`src/rtl/conv2d_axi_pkg.sv`:
```
// Shared register map, response code, job payload and FSM state encoding for the conv2d AXI-Lite master.
package conv2d_axi_pkg;

  localparam int unsigned NUM_TAPS   = 9;
  localparam int unsigned TAP_BITS   = 8;
  localparam int unsigned NUM_CFG_WR = 2 * NUM_TAPS + 1;

  localparam int unsigned CTRL_OFFS = 32'h00;
  localparam int unsigned IN_BASE   = 32'h04;
  localparam int unsigned W_BASE    = 32'h28;
  localparam int unsigned OUT_OFFS  = 32'h4C;

  localparam logic [1:0] RESP_OKAY = 2'b00;

  typedef enum logic [3:0] {
    IDLE,
    WR_REQ,
    WR_RESP,
    POLL_AR,
    POLL_R,
    OUT_AR,
    OUT_R,
    CLR_REQ,
    CLR_RESP,
    DONE
  } state_e;

  typedef struct packed {
    logic [NUM_TAPS*TAP_BITS-1:0] pix;
    logic [NUM_TAPS*TAP_BITS-1:0] wgt;
  } job_t;

  // Byte offset of configuration write number idx: pixels, then weights, then CTRL.
  function automatic int unsigned cfg_offs(input int unsigned idx);
    int unsigned offs;
    if (idx < NUM_TAPS) begin
      offs = IN_BASE + 4 * idx;
    end else if (idx < 2 * NUM_TAPS) begin
      offs = W_BASE + 4 * (idx - NUM_TAPS);
    end else begin
      offs = CTRL_OFFS;
    end
    return offs;
  endfunction

endpackage

```
`src/rtl/conv2d_axi_lite_master_if.sv`:
```
// AXI4-Lite master-side bus bundle for the conv2d accelerator register block.
interface conv2d_axi_lite_master_if #(
  parameter int unsigned ADDR_WIDTH = 7,
  parameter int unsigned DATA_WIDTH = 32
);

  logic [ADDR_WIDTH-1:0] M_AXI_AWADDR;
  logic                  M_AXI_AWVALID;
  logic                  M_AXI_AWREADY;
  logic [DATA_WIDTH-1:0] M_AXI_WDATA;
  logic                  M_AXI_WVALID;
  logic                  M_AXI_WREADY;
  logic [1:0]            M_AXI_BRESP;
  logic                  M_AXI_BVALID;
  logic                  M_AXI_BREADY;
  logic [ADDR_WIDTH-1:0] M_AXI_ARADDR;
  logic                  M_AXI_ARVALID;
  logic                  M_AXI_ARREADY;
  logic [DATA_WIDTH-1:0] M_AXI_RDATA;
  logic [1:0]            M_AXI_RRESP;
  logic                  M_AXI_RVALID;
  logic                  M_AXI_RREADY;

  modport master (
    output M_AXI_AWADDR, M_AXI_AWVALID,
    input  M_AXI_AWREADY,
    output M_AXI_WDATA, M_AXI_WVALID,
    input  M_AXI_WREADY,
    input  M_AXI_BRESP, M_AXI_BVALID,
    output M_AXI_BREADY,
    output M_AXI_ARADDR, M_AXI_ARVALID,
    input  M_AXI_ARREADY,
    input  M_AXI_RDATA, M_AXI_RRESP, M_AXI_RVALID,
    output M_AXI_RREADY
  );

  modport slave (
    input  M_AXI_AWADDR, M_AXI_AWVALID,
    output M_AXI_AWREADY,
    input  M_AXI_WDATA, M_AXI_WVALID,
    output M_AXI_WREADY,
    output M_AXI_BRESP, M_AXI_BVALID,
    input  M_AXI_BREADY,
    input  M_AXI_ARADDR, M_AXI_ARVALID,
    output M_AXI_ARREADY,
    output M_AXI_RDATA, M_AXI_RRESP, M_AXI_RVALID,
    input  M_AXI_RREADY
  );

endinterface

```
`src/rtl/conv2d_axi_lite_master.sv`:
```
// Drives one 3x3 convolution job through the accelerator's AXI-Lite registers and returns the result.
// Optional poll timeout: define CONV_MASTER_TIMEOUT_EN.
module conv2d_axi_lite_master
  import conv2d_axi_pkg::*;
#(
  parameter int unsigned ADDR_WIDTH = 7,
  parameter int unsigned DATA_WIDTH = 32,
  parameter int unsigned POLL_LIMIT = 16
) (
  input  logic        clk,
  input  logic        rst,
  input  logic        cmd_valid,
  output logic        cmd_ready,
  input  logic [71:0] cmd_pix,
  input  logic [71:0] cmd_wgt,
  output logic        res_valid,
  output logic [15:0] res_data,
  output logic        res_err,
  conv2d_axi_lite_master_if.master m_axi
);

  localparam int unsigned IDX_W = 5;
  localparam logic [IDX_W-1:0] LAST_CFG_IDX = IDX_W'(NUM_CFG_WR - 1);

  state_e                state_q, state_d;
  job_t                  job_q, job_d;
  logic [IDX_W-1:0]      idx_q, idx_d;
  logic                  cmd_ready_q, cmd_ready_d;
  logic                  err_q, err_d;
  logic                  res_valid_q, res_valid_d;
  logic [15:0]           res_data_q, res_data_d;
  logic [ADDR_WIDTH-1:0] awaddr_q, awaddr_d;
  logic                  awvalid_q, awvalid_d;
  logic [DATA_WIDTH-1:0] wdata_q, wdata_d;
  logic                  wvalid_q, wvalid_d;
  logic                  bready_q, bready_d;
  logic [ADDR_WIDTH-1:0] araddr_q, araddr_d;
  logic                  arvalid_q, arvalid_d;
  logic                  rready_q, rready_d;
  logic                  load_cfg_c;
  logic                  start_clr_c;
  logic                  start_poll_c;
  logic                  aw_done_c;
  logic                  w_done_c;

`ifdef CONV_MASTER_TIMEOUT_EN
  localparam int unsigned POLL_W = $clog2(POLL_LIMIT + 1);
  logic [POLL_W-1:0] poll_q, poll_d;
`else
  // Without the timeout the poll loop is unbounded and the limit has no effect.
  localparam int unsigned poll_limit_unused = POLL_LIMIT;
`endif

  // Only the low half-word of a read carries the result/status.
  logic rdata_hi_unused;
  assign rdata_hi_unused = ^m_axi.M_AXI_RDATA[DATA_WIDTH-1:16];

  // Configuration word: selected 8-bit tap sign-extended, or CTRL start value.
  function automatic logic [DATA_WIDTH-1:0] cfg_data(input job_t job, input logic [IDX_W-1:0] idx);
    logic [7:0] b;
    logic [6:0] lsb;
    if (idx < IDX_W'(NUM_TAPS)) begin
      lsb = 7'(8 * 32'(idx));
      b   = job.pix[lsb +: 8];
    end else if (idx < IDX_W'(2 * NUM_TAPS)) begin
      lsb = 7'(8 * (32'(idx) - NUM_TAPS));
      b   = job.wgt[lsb +: 8];
    end else begin
      lsb = '0;
      b   = 8'h01;
    end
    return {{(DATA_WIDTH-8){b[7]}}, b};
  endfunction

  always_comb begin
    state_d      = state_q;
    job_d        = job_q;
    idx_d        = idx_q;
    err_d        = err_q;
    res_valid_d  = 1'b0;
    res_data_d   = res_data_q;
    awaddr_d     = awaddr_q;
    awvalid_d    = awvalid_q;
    wdata_d      = wdata_q;
    wvalid_d     = wvalid_q;
    bready_d     = bready_q;
    araddr_d     = araddr_q;
    arvalid_d    = arvalid_q;
    rready_d     = rready_q;
    load_cfg_c   = 1'b0;
    start_clr_c  = 1'b0;
    start_poll_c = 1'b0;
    aw_done_c    = !awvalid_q || m_axi.M_AXI_AWREADY;
    w_done_c     = !wvalid_q || m_axi.M_AXI_WREADY;
`ifdef CONV_MASTER_TIMEOUT_EN
    poll_d       = poll_q;
`endif

    case (state_q)
      IDLE: begin
        if (cmd_valid && cmd_ready_q) begin
          job_d      = '{pix: cmd_pix, wgt: cmd_wgt};
          err_d      = 1'b0;
          idx_d      = '0;
          load_cfg_c = 1'b1;
          state_d    = WR_REQ;
        end
      end
      // AW and W retire independently; the response phase waits for both.
      WR_REQ, CLR_REQ: begin
        if (awvalid_q && m_axi.M_AXI_AWREADY) awvalid_d = 1'b0;
        if (wvalid_q && m_axi.M_AXI_WREADY) wvalid_d = 1'b0;
        if (aw_done_c && w_done_c) begin
          bready_d = 1'b1;
          state_d  = (state_q == WR_REQ) ? WR_RESP : CLR_RESP;
        end
      end
      WR_RESP: begin
        if (m_axi.M_AXI_BVALID) begin
          bready_d = 1'b0;
          if (m_axi.M_AXI_BRESP != RESP_OKAY) err_d = 1'b1;
          if (idx_q == LAST_CFG_IDX) begin
            start_poll_c = 1'b1;
`ifdef CONV_MASTER_TIMEOUT_EN
            poll_d       = '0;
`endif
          end else begin
            idx_d      = idx_q + IDX_W'(1);
            load_cfg_c = 1'b1;
          end
        end
      end
      POLL_AR, OUT_AR: begin
        if (m_axi.M_AXI_ARREADY) begin
          arvalid_d = 1'b0;
          rready_d  = 1'b1;
          state_d   = (state_q == POLL_AR) ? POLL_R : OUT_R;
        end
      end
      POLL_R: begin
        if (m_axi.M_AXI_RVALID) begin
          rready_d = 1'b0;
          if (m_axi.M_AXI_RRESP != RESP_OKAY) err_d = 1'b1;
          if (m_axi.M_AXI_RDATA[1]) begin
            arvalid_d = 1'b1;
            araddr_d  = ADDR_WIDTH'(OUT_OFFS);
            state_d   = OUT_AR;
          end else begin
`ifdef CONV_MASTER_TIMEOUT_EN
            if (poll_q == POLL_W'(POLL_LIMIT - 1)) begin
              err_d       = 1'b1;
              res_data_d  = '0;
              start_clr_c = 1'b1;
            end else begin
              poll_d       = poll_q + POLL_W'(1);
              start_poll_c = 1'b1;
            end
`else
            start_poll_c = 1'b1;
`endif
          end
        end
      end
      OUT_R: begin
        if (m_axi.M_AXI_RVALID) begin
          rready_d    = 1'b0;
          if (m_axi.M_AXI_RRESP != RESP_OKAY) err_d = 1'b1;
          res_data_d  = m_axi.M_AXI_RDATA[15:0];
          start_clr_c = 1'b1;
        end
      end
      CLR_RESP: begin
        if (m_axi.M_AXI_BVALID) begin
          bready_d    = 1'b0;
          if (m_axi.M_AXI_BRESP != RESP_OKAY) err_d = 1'b1;
          res_valid_d = 1'b1;
          state_d     = DONE;
        end
      end
      DONE: begin
        state_d = IDLE;
      end
      default: begin
        state_d = IDLE;
      end
    endcase

    if (load_cfg_c) begin
      awvalid_d = 1'b1;
      wvalid_d  = 1'b1;
      awaddr_d  = ADDR_WIDTH'(cfg_offs(32'(idx_d)));
      wdata_d   = cfg_data(job_d, idx_d);
      state_d   = WR_REQ;
    end
    if (start_poll_c) begin
      arvalid_d = 1'b1;
      araddr_d  = ADDR_WIDTH'(CTRL_OFFS);
      state_d   = POLL_AR;
    end
    if (start_clr_c) begin
      awvalid_d = 1'b1;
      wvalid_d  = 1'b1;
      awaddr_d  = ADDR_WIDTH'(CTRL_OFFS);
      wdata_d   = '0;
      state_d   = CLR_REQ;
    end

    cmd_ready_d = (state_d == IDLE);
  end

  always_ff @(posedge clk) begin
    if (rst) begin
      state_q     <= IDLE;
      job_q       <= '0;
      idx_q       <= '0;
      cmd_ready_q <= 1'b1;
      err_q       <= 1'b0;
      res_valid_q <= 1'b0;
      res_data_q  <= '0;
      awaddr_q    <= '0;
      awvalid_q   <= 1'b0;
      wdata_q     <= '0;
      wvalid_q    <= 1'b0;
      bready_q    <= 1'b0;
      araddr_q    <= '0;
      arvalid_q   <= 1'b0;
      rready_q    <= 1'b0;
`ifdef CONV_MASTER_TIMEOUT_EN
      poll_q      <= '0;
`endif
    end else begin
      state_q     <= state_d;
      job_q       <= job_d;
      idx_q       <= idx_d;
      cmd_ready_q <= cmd_ready_d;
      err_q       <= err_d;
      res_valid_q <= res_valid_d;
      res_data_q  <= res_data_d;
      awaddr_q    <= awaddr_d;
      awvalid_q   <= awvalid_d;
      wdata_q     <= wdata_d;
      wvalid_q    <= wvalid_d;
      bready_q    <= bready_d;
      araddr_q    <= araddr_d;
      arvalid_q   <= arvalid_d;
      rready_q    <= rready_d;
`ifdef CONV_MASTER_TIMEOUT_EN
      poll_q      <= poll_d;
`endif
    end
  end

  assign cmd_ready            = cmd_ready_q;
  assign res_valid            = res_valid_q;
  assign res_data             = res_data_q;
  assign res_err              = err_q;
  assign m_axi.M_AXI_AWADDR   = awaddr_q;
  assign m_axi.M_AXI_AWVALID  = awvalid_q;
  assign m_axi.M_AXI_WDATA    = wdata_q;
  assign m_axi.M_AXI_WVALID   = wvalid_q;
  assign m_axi.M_AXI_BREADY   = bready_q;
  assign m_axi.M_AXI_ARADDR   = araddr_q;
  assign m_axi.M_AXI_ARVALID  = arvalid_q;
  assign m_axi.M_AXI_RREADY   = rready_q;

endmodule

```
`src/flat_wrapper.sv`:
```
// flat-port wrapper written by rule: the top's interface ports become plain ports
module conv2d_axi_lite_master_flat import conv2d_axi_pkg::*;
#(
  parameter int unsigned ADDR_WIDTH = 7,
  parameter int unsigned DATA_WIDTH = 32,
  parameter int unsigned POLL_LIMIT = 16
)
  (clk, rst, cmd_valid, cmd_ready, cmd_pix, cmd_wgt, res_valid, res_data, res_err, m_axi_M_AXI_AWADDR, m_axi_M_AXI_AWVALID, m_axi_M_AXI_AWREADY, m_axi_M_AXI_WDATA, m_axi_M_AXI_WVALID, m_axi_M_AXI_WREADY, m_axi_M_AXI_BRESP, m_axi_M_AXI_BVALID, m_axi_M_AXI_BREADY, m_axi_M_AXI_ARADDR, m_axi_M_AXI_ARVALID, m_axi_M_AXI_ARREADY, m_axi_M_AXI_RDATA, m_axi_M_AXI_RRESP, m_axi_M_AXI_RVALID, m_axi_M_AXI_RREADY);
  conv2d_axi_lite_master_if #(.ADDR_WIDTH(ADDR_WIDTH), .DATA_WIDTH(DATA_WIDTH)) m_axi_i ();
  input  logic clk;
  input  logic rst;
  input  logic cmd_valid;
  output logic cmd_ready;
  input  logic [71:0] cmd_pix;
  input  logic [71:0] cmd_wgt;
  output logic res_valid;
  output logic [15:0] res_data;
  output logic res_err;
  output wire logic [$bits(m_axi_i.M_AXI_AWADDR)-1:0] m_axi_M_AXI_AWADDR;
  output wire logic [$bits(m_axi_i.M_AXI_AWVALID)-1:0] m_axi_M_AXI_AWVALID;
  input wire logic [$bits(m_axi_i.M_AXI_AWREADY)-1:0] m_axi_M_AXI_AWREADY;
  output wire logic [$bits(m_axi_i.M_AXI_WDATA)-1:0] m_axi_M_AXI_WDATA;
  output wire logic [$bits(m_axi_i.M_AXI_WVALID)-1:0] m_axi_M_AXI_WVALID;
  input wire logic [$bits(m_axi_i.M_AXI_WREADY)-1:0] m_axi_M_AXI_WREADY;
  input wire logic [$bits(m_axi_i.M_AXI_BRESP)-1:0] m_axi_M_AXI_BRESP;
  input wire logic [$bits(m_axi_i.M_AXI_BVALID)-1:0] m_axi_M_AXI_BVALID;
  output wire logic [$bits(m_axi_i.M_AXI_BREADY)-1:0] m_axi_M_AXI_BREADY;
  output wire logic [$bits(m_axi_i.M_AXI_ARADDR)-1:0] m_axi_M_AXI_ARADDR;
  output wire logic [$bits(m_axi_i.M_AXI_ARVALID)-1:0] m_axi_M_AXI_ARVALID;
  input wire logic [$bits(m_axi_i.M_AXI_ARREADY)-1:0] m_axi_M_AXI_ARREADY;
  input wire logic [$bits(m_axi_i.M_AXI_RDATA)-1:0] m_axi_M_AXI_RDATA;
  input wire logic [$bits(m_axi_i.M_AXI_RRESP)-1:0] m_axi_M_AXI_RRESP;
  input wire logic [$bits(m_axi_i.M_AXI_RVALID)-1:0] m_axi_M_AXI_RVALID;
  output wire logic [$bits(m_axi_i.M_AXI_RREADY)-1:0] m_axi_M_AXI_RREADY;
  assign m_axi_M_AXI_AWADDR = m_axi_i.M_AXI_AWADDR;
  assign m_axi_M_AXI_AWVALID = m_axi_i.M_AXI_AWVALID;
  assign m_axi_i.M_AXI_AWREADY = m_axi_M_AXI_AWREADY;
  assign m_axi_M_AXI_WDATA = m_axi_i.M_AXI_WDATA;
  assign m_axi_M_AXI_WVALID = m_axi_i.M_AXI_WVALID;
  assign m_axi_i.M_AXI_WREADY = m_axi_M_AXI_WREADY;
  assign m_axi_i.M_AXI_BRESP = m_axi_M_AXI_BRESP;
  assign m_axi_i.M_AXI_BVALID = m_axi_M_AXI_BVALID;
  assign m_axi_M_AXI_BREADY = m_axi_i.M_AXI_BREADY;
  assign m_axi_M_AXI_ARADDR = m_axi_i.M_AXI_ARADDR;
  assign m_axi_M_AXI_ARVALID = m_axi_i.M_AXI_ARVALID;
  assign m_axi_i.M_AXI_ARREADY = m_axi_M_AXI_ARREADY;
  assign m_axi_i.M_AXI_RDATA = m_axi_M_AXI_RDATA;
  assign m_axi_i.M_AXI_RRESP = m_axi_M_AXI_RRESP;
  assign m_axi_i.M_AXI_RVALID = m_axi_M_AXI_RVALID;
  assign m_axi_M_AXI_RREADY = m_axi_i.M_AXI_RREADY;
  conv2d_axi_lite_master #(.ADDR_WIDTH(ADDR_WIDTH), .DATA_WIDTH(DATA_WIDTH), .POLL_LIMIT(POLL_LIMIT)) u_core (.clk(clk), .rst(rst), .cmd_valid(cmd_valid), .cmd_ready(cmd_ready), .cmd_pix(cmd_pix), .cmd_wgt(cmd_wgt), .res_valid(res_valid), .res_data(res_data), .res_err(res_err), .m_axi(m_axi_i));
endmodule
```
`config.mk`:
```
export PLATFORM = sky130hd
export DESIGN_NAME = conv2d_axi_lite_master_flat
export DESIGN_NICKNAME = d
export VERILOG_FILES = /design/src/rtl/conv2d_axi_pkg.sv /design/src/rtl/conv2d_axi_lite_master_if.sv /design/src/rtl/conv2d_axi_lite_master.sv /design/src/flat_wrapper.sv
export SDC_FILE = /design/constraint.sdc
export NUM_CORES = 1
export LEC_CHECK = 0
export CAP_MARGIN = 30
export CORE_ASPECT_RATIO = 1.1
export CORE_MARGIN = 2
export CORE_UTILIZATION = 44
export DETAILED_ROUTE_END_ITERATION = 12
export GPL_TIMING_DRIVEN = 0
export PLACE_DENSITY_LB_ADDON = 0.2
export SLEW_MARGIN = 10
export SYNTH_ARGS = -nofsm -noshare
export SYNTH_HDL_FRONTEND = slang
export SYNTH_SLANG_ARGS = --single-unit
```
`constraint.sdc`:
```
create_clock -name clk -period 3.2 [get_ports clk]
set_input_delay 0.48 -clock clk [delete_from_list [all_inputs] [get_ports clk]]
set_output_delay 0.48 -clock clk [all_outputs]
set_load 0.01 [all_outputs]
```
==> results of run 1 <==
==> through the flow <==
stage	cells	setup TNS (ps)	cell area (um^2)
floorplan	965	0	9060
global placement	1451	-10610	11700
detailed placement	1452	-11240	11700
CTS	1493	-28.8	12500
global route	1513	-93.7	12800
finish	1513	0	12800
==> registers in the layout (all words and copies together) (netlist names) <==
signal	cells
u_core.m_axi.M_AXI_RREADY	1
u_core.m_axi.M_AXI_BREADY	1
u_core.idx_q	5
u_core.m_axi.M_AXI_AWVALID	1
u_core.m_axi.M_AXI_ARVALID	1
u_core.job_q	144
u_core.m_axi.M_AXI_ARADDR	1
u_core.res_data	16
u_core.res_err	1
u_core.m_axi.M_AXI_AWADDR	5
u_core.m_axi.M_AXI_WVALID	1
u_core.cmd_ready	1
u_core.m_axi.M_AXI_WDATA	8
u_core.res_valid	1
u_core.state_q	4
==> Yosys cell counts (3+ instances only) <==
cell,number
a21o_1,8
a21oi_1,38
a221oi_1,6
a22o_1,7
a22oi_1,10
a2bb2oi_1,3
a31oi_1,9
a32oi_1,8
and2_1,3
buf_1,7
buf_2,18
buf_4,33
buf_6,7
clkbuf_1,30
dfxtp_1,191
ha_1,5
inv_1,10
mux2_2,4
mux2i_1,199
nand2_1,74
nand3_1,14
nand3b_1,3
nand4_1,7
nor2_1,168
nor3_1,7
nor4_1,5
nor4_4,3
o21ai_0,16
o221a_2,7
==> worst reg2reg max path: stages, from the launching register on <==
cell     delay (ps)
dfxtp_2         330
buf_8           120
or3_4           420
o21a_1          200
or3_4           430
buf_12          140
buf_6           150
ha_4            280
buf_4           160
a21oi_4         280
a32oi_1         110
a21o_1          270
a31oi_1         190
==> metal layers <==
metal	global-route usage, %	routed length [um]	up-vias
li1	-	-	3937
met1	32.1	11900	3878
met2	42.4	13400	310
met3	4.05	1520	62
met4	11.3	1090	0
met5	0	0	-
==> where the power goes <==
group	leakage, nW	internal (mW)	switching (mW)
Sequential	1.57	2.68	0.132
Clock	0.287	1.13	1.01
Combinational	3.80	1.30	1.29
Total	5.65	5.11	2.43
==> timing repair <==
| action | CTS | global route |
|---|---|---|
| pin swaps | 9 | 25 |
| resized for setup | 24 | 35 |
| endpoints found under the setup margin | 11 | 11 |
| setup buffers | 10 | 23 |
| hold buffers | 0 | 0 |
| gates cloned | 1 | 0 |
==> logic make-up after synthesis <==
kind of cell    after synthesis  share of synthesized area [%]
compound gates              144                           11.7
xor+xnor                      3                          0.292
fa+ha+maj                     6                          0.805
buf+inv                     107                           6.66
flops                       191                           42.4
mux                         203                           22.6
other cells                   1                         0.0416
simple gates                305                           15.4
==> final cells by class <==
class	instances	share of cell area, %
Tap cell	252	2.46
Sequential cell	191	29.9
Inverter	12	0.391
Clock buffer	19	3.46
Clock inverter	13	1.13
Timing Repair Buffer	267	20.5
Buffer	91	4.35
Multi-Input combinational cell	668	37.7
==> worst max-delay path by stage <==
stage | cells after the start | slack, ps | start | to
3_3_place_gp | 13 | -1090 | cmd_valid | u_core.m_axi.M_AXI_WDATA[3]
2_1_floorplan | 14 | 20 | u_core.state_q[2] | u_core.m_axi.M_AXI_WDATA[2]
6_report | 12 | 40 | u_core.state_q[2] | u_core.m_axi.M_AXI_WDATA[7]
3_5_place_dp | 13 | -1180 | cmd_valid | u_core.m_axi.M_AXI_WDATA[1]
4_1_cts | 15 | -20 | u_core.state_q[3] | u_core.m_axi.M_AXI_WDATA[7]
5_1_grt | 10 | -40 | u_core.state_q[1] | u_core.m_axi.M_AXI_WDATA[4]
==> run_results.csv, run 1 <==
group,metric,value,unit
floorplan,chipWidth,140,um
layout,layout-drive-gt1-share,14.6,%
timing,tightest_slew,848,ps
layout,multi_input_area,4830,um^2
timing,relSlewSlack,43.4,%
run,maxCapViolCount,0,
outcome,status,"complete, no violations",
worst_setup_path,cpMaxStageDelayCell,"or3_4",
floorplan,ioPinCount,258,
logic_synthesis,synth_seq_area_share,42.4,%
min_path,hp-class,"flop to flop",
layout,layout_common_cells,"clkdlybuf4s50_1, mux2i_1, dfxtp_1, nor2_1, nand2_1",
logic_synthesis,synth_edf_count,0,
placed_design,detailedPlace.worstSlack,-1180,ps
worst_setup_path,path_class,"flop to flop",
clock_tree,clkLatencyLatePin,440,ps
route,antenna_left,0,
worst_setup_path,rr_worst_depth,12,
timing,finalHoldViolCount,0,
placed_design,io_buffer_count,234,
global_routing,track_usage,25.3,%
logic_synthesis,ys.flop_type,"dfxtp_1",
clock_tree,root_buffer,"clkbuf_16",
floorplan,core_region_area,19900,um^2
logic_synthesis,netlist_instances,960,
clock_tree,path_clk_slew,70,ps
global_routing,overflow,0,
route,drt-pass1-iter-count,6,
worst_setup_path,regToRegSetupSlack,40,ps
clock_tree,cts_tree,"done",
worst_setup_path,crit_arrival,3520,ps
logic_synthesis,netlist_top_cells_area,"dfxtp_1, mux2i_1, nor2_1, nand2_1, buf_4",
min_path,whs_path_depth,2,
clock_tree,htree_levels,4,
logic_synthesis,ys_warn_count,0,
logic_synthesis,synth_area,9010,um^2
timing,max_clock_freq,317,MHz
worst_setup_path,r2r-start,"u_core.state_q[2]",
global_routing,grt_max_degree,27,
layout,mostFrequentLayoutCell,"clkdlybuf4s50_1",
layout,final_util,64.2,%
global_routing,grt_pass1_wl,42700,um
placed_design,dpl.hpwl,20300,um
route,vias,8187,
worst_setup_path,cp_common_cell,"or3_4",
clock_tree,cts_buffers,17,
layout,seq_area,3830,um^2
route,drt_iter0_drc,444,
logic_synthesis,yosysTopAreaCell,"dfxtp_1",
clock_tree,clock-sinks,191,
timing,finalCritPeriodShare,98.7,%
timing,rsz0062_at_grt,"true",
floorplan,die-area,21600,um^2
floorplan,rows,54,
worst_setup_path,cp-end-kind,"flop",
timing,fin_hold_ws,453,ps
power_and_ir_drop,ir_drop,0.399,mV
logic_synthesis,synth.ff_latch_count,191,
timing,final_max_slew_viol_count,0,
timing,fin_crit,3160,ps
layout,fill_cells,1685,
worst_setup_path,cpPeakStageDelay,430,ps
worst_setup_path,cp-start-kind,"flop",
worst_setup_path,worstPathRequired,3570,ps
layout,insertedDiodeCount,0,
route,drc_errors,0,
global_routing,grt_pass1_vias,7996,
clock_tree,cts_max_path_buffers,2,
power_and_ir_drop,power_density,589,nW/um^2
worst_setup_path,critPathMaxFanout,10,
route,wl_per_cell,18.5,um
route,wl,27900,um
worst_setup_path,cp_top_family,"compound AO/OA/AOI/OAI gates",
floorplan,start_util,45.2,%
floorplan,dieHeight,154,um
route,viasPerCell,5.41,
worst_setup_path,rr_endpoint,"u_core.m_axi.M_AXI_WDATA[7]",
worst_setup_path,worst-path-buf-inv,4,
logic_synthesis,avgSynthCellArea,9.39,um^2
timing,finalClockSkew,10.1,ps
min_path,min_from,"u_core.res_data[9]",
power_and_ir_drop,total_power,7.54,mW
timing,setup_viol,0,
logic_synthesis,async_reset_ff_share,0,%
global_routing,antenna_found_initial,0,
timing,setup_slack,42.0,ps
layout,nets,1441,
layout,areaGrowthSynthToFinish,42.0,%
power_and_ir_drop,power.leakage,5.65,nW
placed_design,gp_congestion,0.907,
logic_synthesis,yosysUniqueCellTypes,75,
logic_synthesis,synth_top_area_share,42.4,%
min_path,whs_endpoint,"u_core.res_data[9]",
worst_setup_path,worstPathCellList,"buf_8 > or3_4 > o21a_1 > or3_4 > buf_12 > buf_6 > ha_4 > buf_4 > a21oi_4 > a32oi_1 > a21o_1 > a31oi_1",
Note: power is estimated with default switching activity, not from simulation.
==> run 2, diff against run 1 <==
- CORE_UTILIZATION: 44 -> 30
==> run_results.csv, run 2 (synthesis gave the netlist of run 1 again) <==
group,metric,value,unit
clock_tree,htree_levels,4,
floorplan,ioPinCount,258,
layout,areaGrowthSynthToFinish,43.2,%
layout,layout_common_cells,"clkdlybuf4s50_1, mux2i_1, dfxtp_1, nor2_1, nand2_1",
worst_setup_path,critical_path.startpoint,"u_core.idx_q[0]",
timing,finalHoldViolCount,0,
worst_setup_path,crit_arrival,3440,ps
placed_design,io_buffer_count,234,
min_path,min_from,"u_core.res_data[0]",
timing,fin_crit,3120,ps
worst_setup_path,worstPathCellList,"inv_2 > ha_1 > and4bb_4 > o21ai_2 > a22oi_2 > inv_2 > buf_12 > ha_4 > and2_4 > a22oi_2 > buf_4 > a21oi_4 > buf_12 > a32oi_2 > a21o_1 > a31oi_1",
layout,layout-drive-gt1-share,14.0,%
timing,final_max_slew_viol_count,0,
timing,setup_viol,0,
route,drc_errors,0,
worst_setup_path,r2r-start,"u_core.idx_q[0]",
route,viasPerCell,4.87,
worst_setup_path,cpPeakStageDelay,340,ps
worst_setup_path,worstPathRequired,3520,ps
worst_setup_path,cp-end-kind,"flop",
layout,mostFrequentLayoutCell,"clkdlybuf4s50_1",
worst_setup_path,crit_end,"u_core.m_axi.M_AXI_WDATA[1]",
global_routing,antenna_found_initial,3,
route,antenna_left,0,
min_path,hp-class,"flop to flop",
layout,nets,1434,
worst_setup_path,cpMaxStageDelayCell,"dfxtp_2",
floorplan,start_util,30.5,%
clock_tree,cts_max_path_buffers,2,
route,met3_length,1480,um
timing,rsz0062_at_grt,"false",
clock_tree,cts_buffers,17,
placed_design,dpl.hpwl,22800,um
power_and_ir_drop,ir_drop,0.280,mV
worst_setup_path,regToRegSetupSlack,80,ps
clock_tree,cts_tree,"done",
global_routing,grt_max_degree,27,
clock_tree,path_clk_slew,80,ps
worst_setup_path,cp-start-kind,"flop",
power_and_ir_drop,power.leakage,5.63,nW
route,dr_wl_met2,14900,um
route,drt_iter0_drc,407,
clock_tree,root_buffer,"clkbuf_16",
global_routing,overflow,0,
route,wl_per_cell,18.4,um
clock_tree,cts_hold_buf,0,
layout,largest_register_ffs,144,
clock_tree,clock-sinks,191,
layout,regMostFlops,"u_core.job_q",
timing,max_clock_freq,320,MHz
global_routing,grt_pass1_vias,7874,
timing,finalCritPeriodShare,97.6,%
worst_setup_path,critPathMaxFanout,8,
route,drt-pass1-iter-count,5,
layout,final_util,43.7,%
layout,fin_cells,1630,
route,vias,7933,
outcome,status,"complete, no violations",
run,maxCapViolCount,0,
floorplan,core_region_area,29600,um^2
worst_setup_path,rr_endpoint,"u_core.m_axi.M_AXI_WDATA[1]",
worst_setup_path,path_class,"flop to flop",
route,top_layer,"met5",
clock_tree,clkLatencyLatePin,440,ps
layout,fin_area,12900,um^2
placed_design,gp_congestion,0.845,
floorplan,die-area,31400,um^2
power_and_ir_drop,power_density,583,nW/um^2
timing,relSlewSlack,43.2,%
placed_design,dp.cells,1573,
route,met1Wirelength,13100,um
global_routing,grt_pass1_wl,45300,um
floorplan,rows,66,
timing,tightest_slew,852,ps
floorplan,chipWidth,169,um
timing,finalClockSkew,7.93,ps
global_routing,track_usage,19.0,%
floorplan,dieHeight,186,um
placed_design,dpl_cell_area,11900,um^2
route,wl,30100,um
worst_setup_path,rr_worst_depth,16,
[run 2: timing repair]
item,4_1_cts,5_1_grt
endpoints found under the hold margin,0,0
setup endpoints to repair,11,11
gates resized for setup,33,16
setup buffers,15,13
pin swaps,17,12
cloned,1,0
[run 2: how the worst min path moves through the flow]
stage,slack [ps],end,cells past startpoint
6_report,450,u_core.res_data[0],2
5_1_grt,480,u_core.res_data[15],2
4_1_cts,460,u_core.res_data[9],2
3_5_place_dp,450,u_core.res_data[9],2
3_3_place_gp,440,u_core.res_data[2],2
2_1_floorplan,450,u_core.job_q[74],2
[run 2: layout make-up]
type	instances	area, um^2
fill	2893	16700
multi-input combinational	667	4820
sequential	191	3830
timing repair buffer	263	2650
buffer	89	519
tap	374	468
clock buffer	18	439
clock inverter	14	120
inverter	12	51.3
antenna	2	5.00
[run 2: metrics by stage]
stage	power, mW	setup WS (ps)	hold WS (ps)	setup TNS (ps)
6_report	7.52	75.8	455	0
5_1_grt	7.90	9.70	477	0
4_1_cts	7.53	-2.10	457	-3.00
3_5_place_dp	5.36	-1120	445	-11140
3_3_place_gp	5.33	-1170	442	-11570
2_1_floorplan	4.39	15.4	455	0
[run 2: worst max-delay path, delay by kind of cell (launching register included)]
| family | cells | cell delay [ps] |
|---|---|---|
| adder cells (fa/ha/maj) | 2 | 350 |
| AND/OR/NAND/NOR | 2 | 450 |
| flip-flops | 1 | 340 |
| AO/OA/AOI/OAI | 7 | 1200 |
| buffers and inverters | 5 | 660 |
[run 2: layer usage]
metal  track usage (%)  vias to the layer above
met5                 0                        -
met4              5.88                        2
met3              3.89                       36
met2              33.3                      241
met1              23.6                     3736
li1                  -                     3918
[run 2: report_power, final]
group	internal, mW	leakage [nW]	total, mW	switching, mW
registers	2.68	1.57	2.81	0.125
clock network	1.04	0.273	2.07	1.03
logic	1.31	3.79	2.64	1.33
total	5.04	5.63	7.52	2.48
